<file path="src/rtl/udc_pkg.sv">
//------------------------------------------------------------------------------
// Module : udc_pkg
// Brief  : Shared mode encodings and bound-clamp helper for the bounded counter.
// Rev    : 1.0
//------------------------------------------------------------------------------
`default_nettype none

package udc_pkg;

  localparam logic MODE_SAT  = 1'b0;
  localparam logic MODE_WRAP = 1'b1;

  // Width-agnostic clamp: callers zero-extend into 32 bits and truncate back.
  function automatic logic [31:0] clamp(input logic [31:0] v,
                                        input logic [31:0] lo,
                                        input logic [31:0] hi);
    if (v < lo) begin
      return lo;
    end else if (v > hi) begin
      return hi;
    end else begin
      return v;
    end
  endfunction

endpackage

`default_nettype wire

</file>
<file path="src/rtl/udc_next_value.sv">
//------------------------------------------------------------------------------
// Module : udc_next_value
// Brief  : Combinational step arithmetic with bound wrap/saturate and events.
// Rev    : 1.0
//------------------------------------------------------------------------------
`default_nettype none

module udc_next_value
  import udc_pkg::*;
#(
  parameter int DATA_WIDTH = 5,
  parameter int STEP_WIDTH = 3
) (
  input  logic [DATA_WIDTH-1:0] i_cnt,
  input  logic                  i_up,
  input  logic                  i_down,
  input  logic [STEP_WIDTH-1:0] i_step,
  input  logic [DATA_WIDTH-1:0] i_min,
  input  logic [DATA_WIDTH-1:0] i_max,
  input  logic                  i_wrap,
  input  logic                  i_cfg_err,
  output logic [DATA_WIDTH-1:0] o_next,
  output logic                  o_ovf,
  output logic                  o_unf
);

  localparam int EXT_W = DATA_WIDTH + 1;

  logic [EXT_W-1:0] w_step_ext;
  logic [EXT_W-1:0] w_sum;
  logic [EXT_W-1:0] w_diff;
  logic             w_borrow;
  logic             w_valid;

  // One extra bit keeps the carry/borrow visible instead of wrapping mod 2^N.
  assign w_step_ext = EXT_W'(i_step);
  assign w_sum      = {1'b0, i_cnt} + w_step_ext;
  assign w_diff     = {1'b0, i_cnt} - w_step_ext;
  assign w_borrow   = w_diff[DATA_WIDTH];
  assign w_valid    = (i_up ^ i_down) && (i_step != '0) && !i_cfg_err;

  always_comb begin
    o_next = i_cnt;
    o_ovf  = 1'b0;
    o_unf  = 1'b0;
    if (w_valid && i_up) begin
      if (w_sum > {1'b0, i_max}) begin
        o_ovf  = 1'b1;
        o_next = (i_wrap == MODE_WRAP) ? i_min : i_max;
      end else begin
        o_next = w_sum[DATA_WIDTH-1:0];
      end
    end else if (w_valid && i_down) begin
      if (w_borrow || (w_diff[DATA_WIDTH-1:0] < i_min)) begin
        o_unf  = 1'b1;
        o_next = (i_wrap == MODE_WRAP) ? i_max : i_min;
      end else begin
        o_next = w_diff[DATA_WIDTH-1:0];
      end
    end
  end

endmodule

`default_nettype wire

</file>
<file path="src/rtl/bounded_up_down_counter.sv">
//------------------------------------------------------------------------------
// Module : bounded_up_down_counter
// Brief  : Up/down counter with runtime bounds, step, wrap/saturate and events.
// Rev    : 1.0
//------------------------------------------------------------------------------
`default_nettype none

module bounded_up_down_counter
  import udc_pkg::*;
#(
  parameter int                    DATA_WIDTH  = 5,
  parameter int                    STEP_WIDTH  = 3,
  parameter logic [DATA_WIDTH-1:0] RESET_VALUE = '0
) (
  input  logic                  i_clk,
  input  logic                  i_rst_n,
  input  logic                  i_clear,
  input  logic                  i_load,
  input  logic [DATA_WIDTH-1:0] i_in,
  input  logic                  i_up,
  input  logic                  i_down,
  input  logic [STEP_WIDTH-1:0] i_step,
  input  logic [DATA_WIDTH-1:0] i_min,
  input  logic [DATA_WIDTH-1:0] i_max,
  input  logic                  i_wrap,
  output logic [DATA_WIDTH-1:0] o_counter,
  output logic                  o_high,
  output logic                  o_low,
  output logic                  o_ovf,
  output logic                  o_unf,
  output logic                  o_cfg_err
);

  logic [DATA_WIDTH-1:0] r_cnt;
  logic                  r_ovf;
  logic                  r_unf;

  logic                  w_cfg_err;
  logic [DATA_WIDTH-1:0] w_count_next;
  logic                  w_count_ovf;
  logic                  w_count_unf;
  logic [DATA_WIDTH-1:0] w_load_clamped;
  logic [DATA_WIDTH-1:0] w_cnt_d;
  logic                  w_ovf_d;
  logic                  w_unf_d;

  assign w_cfg_err      = (i_min > i_max);
  assign w_load_clamped = DATA_WIDTH'(clamp(32'(i_in), 32'(i_min), 32'(i_max)));

  udc_next_value #(
    .DATA_WIDTH (DATA_WIDTH),
    .STEP_WIDTH (STEP_WIDTH)
  ) u_next (
    .i_cnt     (r_cnt),
    .i_up      (i_up),
    .i_down    (i_down),
    .i_step    (i_step),
    .i_min     (i_min),
    .i_max     (i_max),
    .i_wrap    (i_wrap),
    .i_cfg_err (w_cfg_err),
    .o_next    (w_count_next),
    .o_ovf     (w_count_ovf),
    .o_unf     (w_count_unf)
  );

  // Event flags only come from the count path; every other branch clears them.
  always_comb begin
    w_cnt_d = r_cnt;
    w_ovf_d = 1'b0;
    w_unf_d = 1'b0;
    if (i_clear) begin
      w_cnt_d = i_min;
    end else if (i_load) begin
      w_cnt_d = w_cfg_err ? i_in : w_load_clamped;
    end else if (!w_cfg_err && (r_cnt < i_min)) begin
      w_cnt_d = i_min;
    end else if (!w_cfg_err && (r_cnt > i_max)) begin
      w_cnt_d = i_max;
    end else begin
      w_cnt_d = w_count_next;
      w_ovf_d = w_count_ovf;
      w_unf_d = w_count_unf;
    end
  end

  always_ff @(posedge i_clk or negedge i_rst_n) begin
    if (!i_rst_n) begin
      r_cnt <= RESET_VALUE;
      r_ovf <= 1'b0;
      r_unf <= 1'b0;
    end else begin
      r_cnt <= w_cnt_d;
      r_ovf <= w_ovf_d;
      r_unf <= w_unf_d;
    end
  end

  assign o_counter = r_cnt;
  assign o_ovf     = r_ovf;
  assign o_unf     = r_unf;
  assign o_cfg_err = w_cfg_err;
  assign o_high    = !w_cfg_err && (r_cnt == i_max);
  assign o_low     = !w_cfg_err && (r_cnt == i_min);

endmodule

`default_nettype wire

</file>
<file path="config.mk">
export PLATFORM = sky130hd
export DESIGN_NAME = bounded_up_down_counter
export DESIGN_NICKNAME = d
export VERILOG_FILES = /design/src/rtl/udc_pkg.sv /design/src/rtl/udc_next_value.sv /design/src/rtl/bounded_up_down_counter.sv
export SDC_FILE = /design/constraint.sdc
export NUM_CORES = 1
export LEC_CHECK = 0
export ABC_AREA = 1
export CAP_MARGIN = 15
export CORE_ASPECT_RATIO = 0.6
export CORE_UTILIZATION = 40
export DETAILED_ROUTE_END_ITERATION = 6
export DONT_BUFFER_PORTS = 1
export PLACE_DENSITY = 0.61
export SLEW_MARGIN = 0
export SYNTH_ARGS = -nofsm -noshare
export SYNTH_HDL_FRONTEND = slang
export SYNTH_SLANG_ARGS = --single-unit
</file>
<file path="constraint.sdc">
create_clock -name i_clk -period 4.9 [get_ports i_clk]
set_input_delay 0.735 -clock i_clk [delete_from_list [all_inputs] [get_ports i_clk]]
set_output_delay 0.735 -clock i_clk [all_outputs]
set_load 0.02 [all_outputs]
</file>
# Word-level counts from Yosys, hierarchy flattened
# Index checks and enable logic that the tools add are counted.
# op_classes
n_addsub	2
n_lt_le_gt_ge	7
eq_ne	2
n_mux	26
n_bitwise	1
reduce_logical	12
# op_table
cell	n
5-bit two-way mux	13
5-bit greater-than comparator	3
5-bit < comparator	3
1-bit two-way mux	13
5-bit equality test	2
1-bit logical AND	8
5-bit by 3-bit adder with 6-bit output	1
6-bit by 5-bit greater-than comparator with 1-bit output	1
6-bit nonzero test	1
5-bit by 3-bit subtractor with 6-bit output	1
3-bit nonzero test	1
1-bit zero test	1
1-bit logical OR	1
1-bit bitwise XOR	1
# totals
ff_bits	7
inputBits	25
out_inout_bits	10
elab_cells	53

# Logic depth before layout (Yosys ltp)
# Gate-level depths: netlist of run 1.
# logic_depth
word_depth	10
mapped_depth	24
ltp_nobuf	24

# By module
# From an unflattened synthesis of run 1, not the netlist that was laid out.
# hier_totals
hier_cells	378
hier_area_um2	2284.7
# by_module_without_submodules
module	n_inst	cells_each	area_each_um2	seq_area_each_um2
bounded_up_down_counter	1	208	1306.3	175.2
udc_next_value	1	170	978.4	0.0

# Least setup slack after synthesis of run 1
# OpenSTA, ideal clock, no wires.
# synth_timing
path_kind	input to register
start	in i_step[0]
end	reg r_cnt[1], in the netlist o_counter[1]
setup_ns	0.118
arrival_time_ns	2.769
required_ns	4.782
slack_ns	2.013
path_stages	23
n_path_buf	0
cell_sequence	ha_1 > inv_1 > fa_1 > nand2_1 > nand3_1 > nand2_1 > nand2_1 > ha_1 > nand2_1 > nor2_1 > nand2_1 > nand3_1 > nand2_2 > nand2_1 > nand2_1 > nor2_1 > nor2_1 > nand2_1 > nand2_1 > nand2_1 > nand2_1 > nand2_1 > nand2_1
# synth_between
elab_chain_cells	10
word_cells_on_any_way	19
classes_between	2 x add/sub; 2 x order compare; 8 x mux; 7 x reduce/logical
# synth_rtl
element	line_no	rtl
start: declaration	bounded_up_down_counter.sv:22	input logic [STEP_WIDTH-1:0] i_step,
5-bit by 3-bit subtractor with 6-bit output	udc_next_value.sv:38	assign w_diff = {1'b0, i_cnt} - w_step_ext;
5-bit < comparator	udc_next_value.sv:54	if (w_borrow || (w_diff[DATA_WIDTH-1:0] < i_min)) begin
1-bit logical OR	udc_next_value.sv:54	
5-bit two-way mux	udc_next_value.sv:54	
5-bit two-way mux	udc_next_value.sv:53	end else if (w_valid && i_down) begin
5-bit two-way mux	udc_next_value.sv:46	if (w_valid && i_up) begin
5-bit two-way mux	bounded_up_down_counter.sv:78	end else if (!w_cfg_err && (r_cnt > i_max)) begin
5-bit two-way mux	bounded_up_down_counter.sv:76	end else if (!w_cfg_err && (r_cnt < i_min)) begin
5-bit two-way mux	bounded_up_down_counter.sv:74	end else if (i_load) begin
5-bit two-way mux	bounded_up_down_counter.sv:72	if (i_clear) begin
end signal: assignment	bounded_up_down_counter.sv:93	r_cnt <= w_cnt_d;
end: declaration	bounded_up_down_counter.sv:34	logic [DATA_WIDTH-1:0] r_cnt;
# Parallel ways exist; a longest one is shown, timed or not. The select of a mux whose other input is x is not followed.
# A chain may end at the register's enable or synchronous reset.

# Worst setup path in the final report of run 1
# layout_timing
start	reg r_cnt[0], in the netlist o_counter[0]
end	reg r_cnt[1], in the netlist o_counter[1]
# layout_between
elab_chain_cells	10
word_cells_on_any_way	18
classes_between	2 x add/sub; 4 x order compare; 8 x mux; 4 x reduce/logical
# layout_rtl
element	line_no
5-bit by 3-bit subtractor with 6-bit output	udc_next_value.sv:38
5-bit < comparator	udc_next_value.sv:54
1-bit logical OR	udc_next_value.sv:54
5-bit two-way mux	udc_next_value.sv:54
5-bit two-way mux	udc_next_value.sv:53
5-bit two-way mux	udc_next_value.sv:46
5-bit two-way mux	bounded_up_down_counter.sv:78
5-bit two-way mux	bounded_up_down_counter.sv:76
5-bit two-way mux	bounded_up_down_counter.sv:74
5-bit two-way mux	bounded_up_down_counter.sv:72
# Parallel ways exist; a longest one is shown, timed or not. The select of a mux whose other input is x is not followed.

==> results.toml, run 1 <==
[worst_hold_path]
min_path_type = "input pin to asynchronous set/reset pin"

[cells_and_area]
regArea_um2 = 175.2
multi_input_area_um2 = 1737
design_area_um2 = 2315
drive_gt1_share_pct = 6.739
finalNetCount = 438
n_antenna_cell = 0
layout_common_cells = "nand2_1 (126), inv_1 (66), ha_1 (39), nand3_1 (29), o21ai_0 (26)"
n_fill_cell = 580
area_growth_syn_to_layout_pct = 4.461
layout_commonest_cell = "nand2_1"

[global_routing]
grt_pass1_wl_um = 10600
grt.total_usage_pct = 23.46
grt_overflow = 0
grt_pass1_vias = 2135
grt_max_degree = 20
antenna_found_initial = 0

[timing]
slew_headroom_pct = 57.01
timing.final.crit_share_pct = 68.26
final.min_clock_period_ps = 3345
finalSetupViolCount = 0
hold_ws_ps = 205.2
worstMarginPinSlew_ps = 640.0
hold_viol = 0
rsz0062_at_grt = "false"
fmax_mhz = 299.0
maxSlewViolCount = 0
fin_skew_ps = 0.8917
tns_ps = 0

[logic_synthesis]
synth_nets = 438
synth_area_per_cell_um2 = 5.957
ys.warnings.count = 0
synth-xor-area-share_pct = 1.581
synth-adder-area-share_pct = 23.83
synthCells = 372
ys_seq_area_share_pct = 7.905
muxShareOfSynthArea_pct = 0.5082
synth_cell_types = 31
synth-compound-area-share_pct = 12.70
synth_top_family_by_area = "simple AND/OR/NAND/NOR gates"
ys_seq_elements = 7
synthesis.area_um2 = 2216
synthSimpleGateAreaFrac_pct = 39.75

[floorplanning]
num_rows = 20
ios = 35
die_area_um2 = 5851
initial_core_util_pct = 42.57
dieHeight_um = 59.65
core-area_um2 = 5205
die_w_um = 98.09

[setup_path]
critical_path_buf_inv_count = 2
cp_max_fo = 6
path_delay_family = "simple AND/OR/NAND/NOR gates"
crit_type = "register to register"
cp.arrival_ps = 3460
cp-start-kind = "register"
cp_data_required_time_ps = 5010
crit_chain = "inv_1 -> ha_1 -> inv_1 -> fa_1 -> nand2_1 -> nand3_1 -> nand2_1 -> nand2_1 -> ha_1 -> nand2_1 -> nor2_1 -> nand2_1 -> nand3_1 -> nand2_2 -> nand2_1 -> nand2_1 -> nor2_1 -> nor2_1 -> nand2_1 -> nand2_1 -> nand2_1 -> nand2_1 -> nand2_1 -> nand2_1"
cpMostUsedCell = "nand2_1"
slowest_stage = "dfrtp_1"
cp_slowest_stage_delay_ps = 480
crit_path_end_kind = "register"

[clock_network]
cts_hold_buffers = 0
cts-root-buf = "clkbuf_8"
cts_resized = 0
clock_latency_ps = 220
cts.sinks = 7
cts_buffer_depth = 2
post_cts_buffers = 0
path_clk_slew_ps = 40
cts_buffers = 3
cts.htree.levels = 1
cts_tree = "yes"

[placement]
place.gp.congestion = 0.9121
detailed_place_hpwl_um = 5232
port_buffers = 0
dpl_cell_area_um2 = 2270

[run_status]
outcome = "finished clean"

[power]
power.total_uw = 778.6
p_per_area_nw_per_um2 = 336.4
ir_drop_v = 0.0001196
p_leak_nw = 1.359

[flow_run]
cap_violations = 0

[route]
drt_iter0_markers = 194
routedWlPerCell_um = 14.52
via_count = 2280
drt_pre_antenna_iters = 5
wl_um = 6344
drcViolationCount = 0
postRouteAntennaNets = 0
viasPerCell = 5.217
-- synthesized netlist by cell type (all sizes together) --
cell type / instances / area [um2]
nand2: 133 / 531.8
inv: 70 / 262.8
ha: 39 / 488.0
nand3: 33 / 192.7
o21ai: 26 / 130.1
nor2: 17 / 71.32
a21oi: 14 / 96.34
dfrtp: 7 / 175.2
nand4: 7 / 58.81
o21bai: 6 / 45.04
nor3: 4 / 20.02
buf: 3 / 21.27
xor2: 3 / 26.28
clkbuf: 2 / 7.510
clkinv: 2 / 12.51
fa: 2 / 40.04
mux2: 1 / 11.26
o211a: 1 / 10.01
or2: 1 / 6.260
xnor2: 1 / 8.760
-- cells by family (layout without fill, tap and decap cells) --
family | Yosys count | after routing
simple gates | 195 | 195
flops | 7 | 7
mux | 1 | 1
buf+inv | 77 | 76
fa+ha+maj | 41 | 41
compound gates | 47 | 47
xor+xnor | 4 | 4
-- cell type report --
class	count	share of cell area [%]
clock buffers	4	1.946
multi-input cells	288	75.03
well taps	66	3.568
inverters	72	11.89
flip-flops and latches	7	7.568
-- path summary, 6_finish.rpt --
kind,start,cells past startpoint,slack [ps],to
min reg2reg,o_counter[0],2,690,o_counter[0]
max in group asynchronous,i_rst_n,0,4630,o_counter[3]
min in group i_clk,i_down,2,670,o_unf
min,i_rst_n,0,210,o_counter[0]
max reg2reg,o_counter[0],24,1560,o_counter[1]
max,o_counter[0],24,1560,o_counter[1]
-- sequential cells by signal, indices dropped and copies added, names as in the netlist --
signal,flops
o_unf,1
o_ovf,1
o_counter,5
-- through the flow --
| step | setup slack (ps) | cells | utilization (%) |
|---|---|---|---|
| global placement | 1583 | 433 | 43.61 |
| CTS | 1570 | 437 | 44.47 |
| detailed placement | 1542 | 433 | 43.61 |
| global route | 1248 | 437 | 44.47 |
| finish | 1555 | 437 | 44.47 |
| floorplan | 2013 | 372 | - |
-- routing by layer --
| layer | share of wire [%] | track usage, % | vias up |
|---|---|---|---|
| met3 | 9.6 | 4.094 | 8 |
| met4 | 0.41 | 1.299 | 0 |
| met1 | 49 | 34.28 | 990 |
| met5 | 0 | 0 | - |
| met2 | 41 | 37.83 | 107 |
| li1 | - | - | 1175 |
-- report_power, final --
group          total, mW  leakage (nW)  switching, mW  internal (mW)
combinational      0.583          1.25          0.375          0.208
clock             0.0803        0.0228         0.0241         0.0562
sequential         0.115        0.0857         0.0461         0.0689
(Power assumes the default switching activity.)
==> run 2: changes to the inputs <==
==> constraint.sdc (replaced) <==
create_clock -name i_clk -period 3.5 [get_ports i_clk]
set_input_delay 0.525 -clock i_clk [delete_from_list [all_inputs] [get_ports i_clk]]
set_output_delay 0.525 -clock i_clk [all_outputs]
set_load 0.02 [all_outputs]
==> results.toml, run 2 (synthesis results as in run 1) <==
[floorplanning]
num_rows = 20
die_w_um = 98.09
dieHeight_um = 59.65
ios = 35
initial_core_util_pct = 42.57
core-area_um2 = 5205
die_area_um2 = 5851

[timing]
fin_skew_ps = 3.343
tns_ps = 0
hold_ws_ps = 448.9
fmax_mhz = 316.6
slew_headroom_pct = 64.30
worstMarginPinSlew_ps = 535.5
maxSlewViolCount = 0
rsz0062_at_grt = "false"
finalSetupViolCount = 0
hold_viol = 0
final.min_clock_period_ps = 3159
timing.final.crit_share_pct = 90.25

[flow_run]
cap_violations = 0

[cells_and_area]
largest_register_ff_count = 5
layout_common_cells = "nand2_1 (126), inv_1 (65), ha_1 (39), nand3_1 (28), o21ai_0 (26)"
finalNetCount = 443
design_area_um2 = 2360
final_cells = 442
n_fill_cell = 587
area_growth_syn_to_layout_pct = 6.493
n_antenna_cell = 0
multi_input_area_um2 = 1742
drive_gt1_share_pct = 8.245
regArea_um2 = 175.2
layout_commonest_cell = "nand2_1"

[clock_network]
cts_buffer_depth = 2
post_cts_buffers = 0
cts_tree = "yes"
path_clk_slew_ps = 40
cts.htree.levels = 1
cts.sinks = 7
clock_latency_ps = 230
cts-root-buf = "clkbuf_8"
cts_buffers = 3

[worst_hold_path]
hold_path_end = "o_unf"
min_from = "i_down"
min_path_type = "input pin to register"
worstHoldPathCells = 2

[setup_path]
rr_startpoint = "o_counter[0]"
cp_slowest_stage_delay_ps = 490
crit_type = "register to register"
crit_chain = "inv_2 -> ha_1 -> inv_1 -> fa_1 -> nand2_1 -> nand3_1 -> nand2_1 -> nand2_1 -> ha_1 -> nand2_1 -> nor2_1 -> nand2_1 -> nand3_2 -> nand2_2 -> nand2_1 -> nand2_1 -> nor2_1 -> nor2_1 -> nand2_1 -> nand2_1 -> nand2_1 -> nand2_1 -> nand2_1 -> nand2_1"
slowest_stage = "dfrtp_1"
cpMostUsedCell = "nand2_1"
cp-start-kind = "register"
crit_path_end_kind = "register"
reg2reg_depth = 24
ff2ff_setup_slack_ps = 340
cp_data_required_time_ps = 3610
reg2reg_to = "o_counter[1]"
cp_max_fo = 6
cp.arrival_ps = 3270

[route]
drt_pre_antenna_iters = 5
postRouteAntennaNets = 0
routedWlPerCell_um = 14.62
via_count = 2310
drcViolationCount = 0
wl_um = 6464
viasPerCell = 5.226
drt_iter0_markers = 139

[global_routing]
grt_max_degree = 20
grt.total_usage_pct = 23.48
antenna_found_initial = 0
grt_overflow = 0
grt_pass1_wl_um = 10610
grt_pass1_vias = 2116

[placement]
place.gp.congestion = 0.8650
detailed_place_hpwl_um = 5342
port_buffers = 0
place_inst = 437
dpl_cell_area_um2 = 2300

[power]
power.total_mw = 1.126
p_sw_uw = 644.9
switching_share_pct = 57.25
ir_drop_v = 0.0001883
p_int_uw = 481.5
p_comb_share_pct = 77.8
p_clk_share_pct = 10.1
p_leak_nw = 1.386
share_seq_of_total_power_pct = 12.1
p_per_area_nw_per_um2 = 477.3

[run_status]
outcome = "finished clean"
[run 2: changes by cell type in the layout (fill, tap and decap cells not counted), sizes merged]
cell	delta
dlygate4sd3	+1
buf	+4
[run 2: layout make-up]
cell class | count | area share, %
multi-input cells | 288 | 73.81
inverters | 72 | 11.66
flip-flops and latches | 7 | 7.423
well taps | 66 | 3.499
clock buffers | 4 | 1.909
repair buffers | 5 | 1.697
[run 2: power by group through the flow]
stage                     Sequential (mW)  Clock [mW]  Combinational [mW]
after global placement              0.137           0               0.849
after detailed placement            0.137           0               0.856
after global routing                0.139       0.122                1.00
after CTS                           0.136       0.118               0.865
after floorplan                     0.146           0               0.654
final                               0.136       0.113               0.877
[run 2: metal layers]
layer	track usage, %	wire [um]	vias up
li1	-	-	1189
met3	2.807	498	4
met2	35.61	2632	84
met1	35.96	3301	1033
met4	3.463	30	0
met5	0	0	-
[run 2: critical path, delay by kind of cell (launching register included)]
family | cells | cell delay, ps
flops | 1 | 490
buf+inv | 2 | 210
fa+ha+maj | 3 | 850
simple gates | 19 | 1480
[run 2: what timing repair did]
action / 4_1_cts / 5_1_grt
hold endpoints to repair: 7 / 0
gates resized for setup: 0 / 2
endpoints found under the setup margin: 0 / 4
hold buffers: 1 / 0
[run 2: worst max-delay path by stage]
| stage | cells past startpoint | start | slack (ps) | endpoint |
|---|---|---|---|---|
| final | 24 | o_counter[0] | 340 | o_counter[1] |
| after global routing | 24 | o_counter[0] | 50 | o_counter[2] |
| after CTS | 24 | o_counter[0] | 260 | o_counter[2] |
| after detailed placement | 24 | o_counter[0] | 280 | o_counter[2] |
| after global placement | 24 | o_counter[0] | 280 | o_counter[1] |
| after floorplan | 24 | o_counter[0] | 750 | o_counter[1] |
[run 2: through the flow]
stage / worst slack, ps / utilization, %
global route: 53.86 / 45.34
detailed placement: 277.3 / 44.18
CTS: 256.4 / 45.24
finish: 341.1 / 45.34
floorplan: 754.4 / -
global placement: 280.6 / 44.18
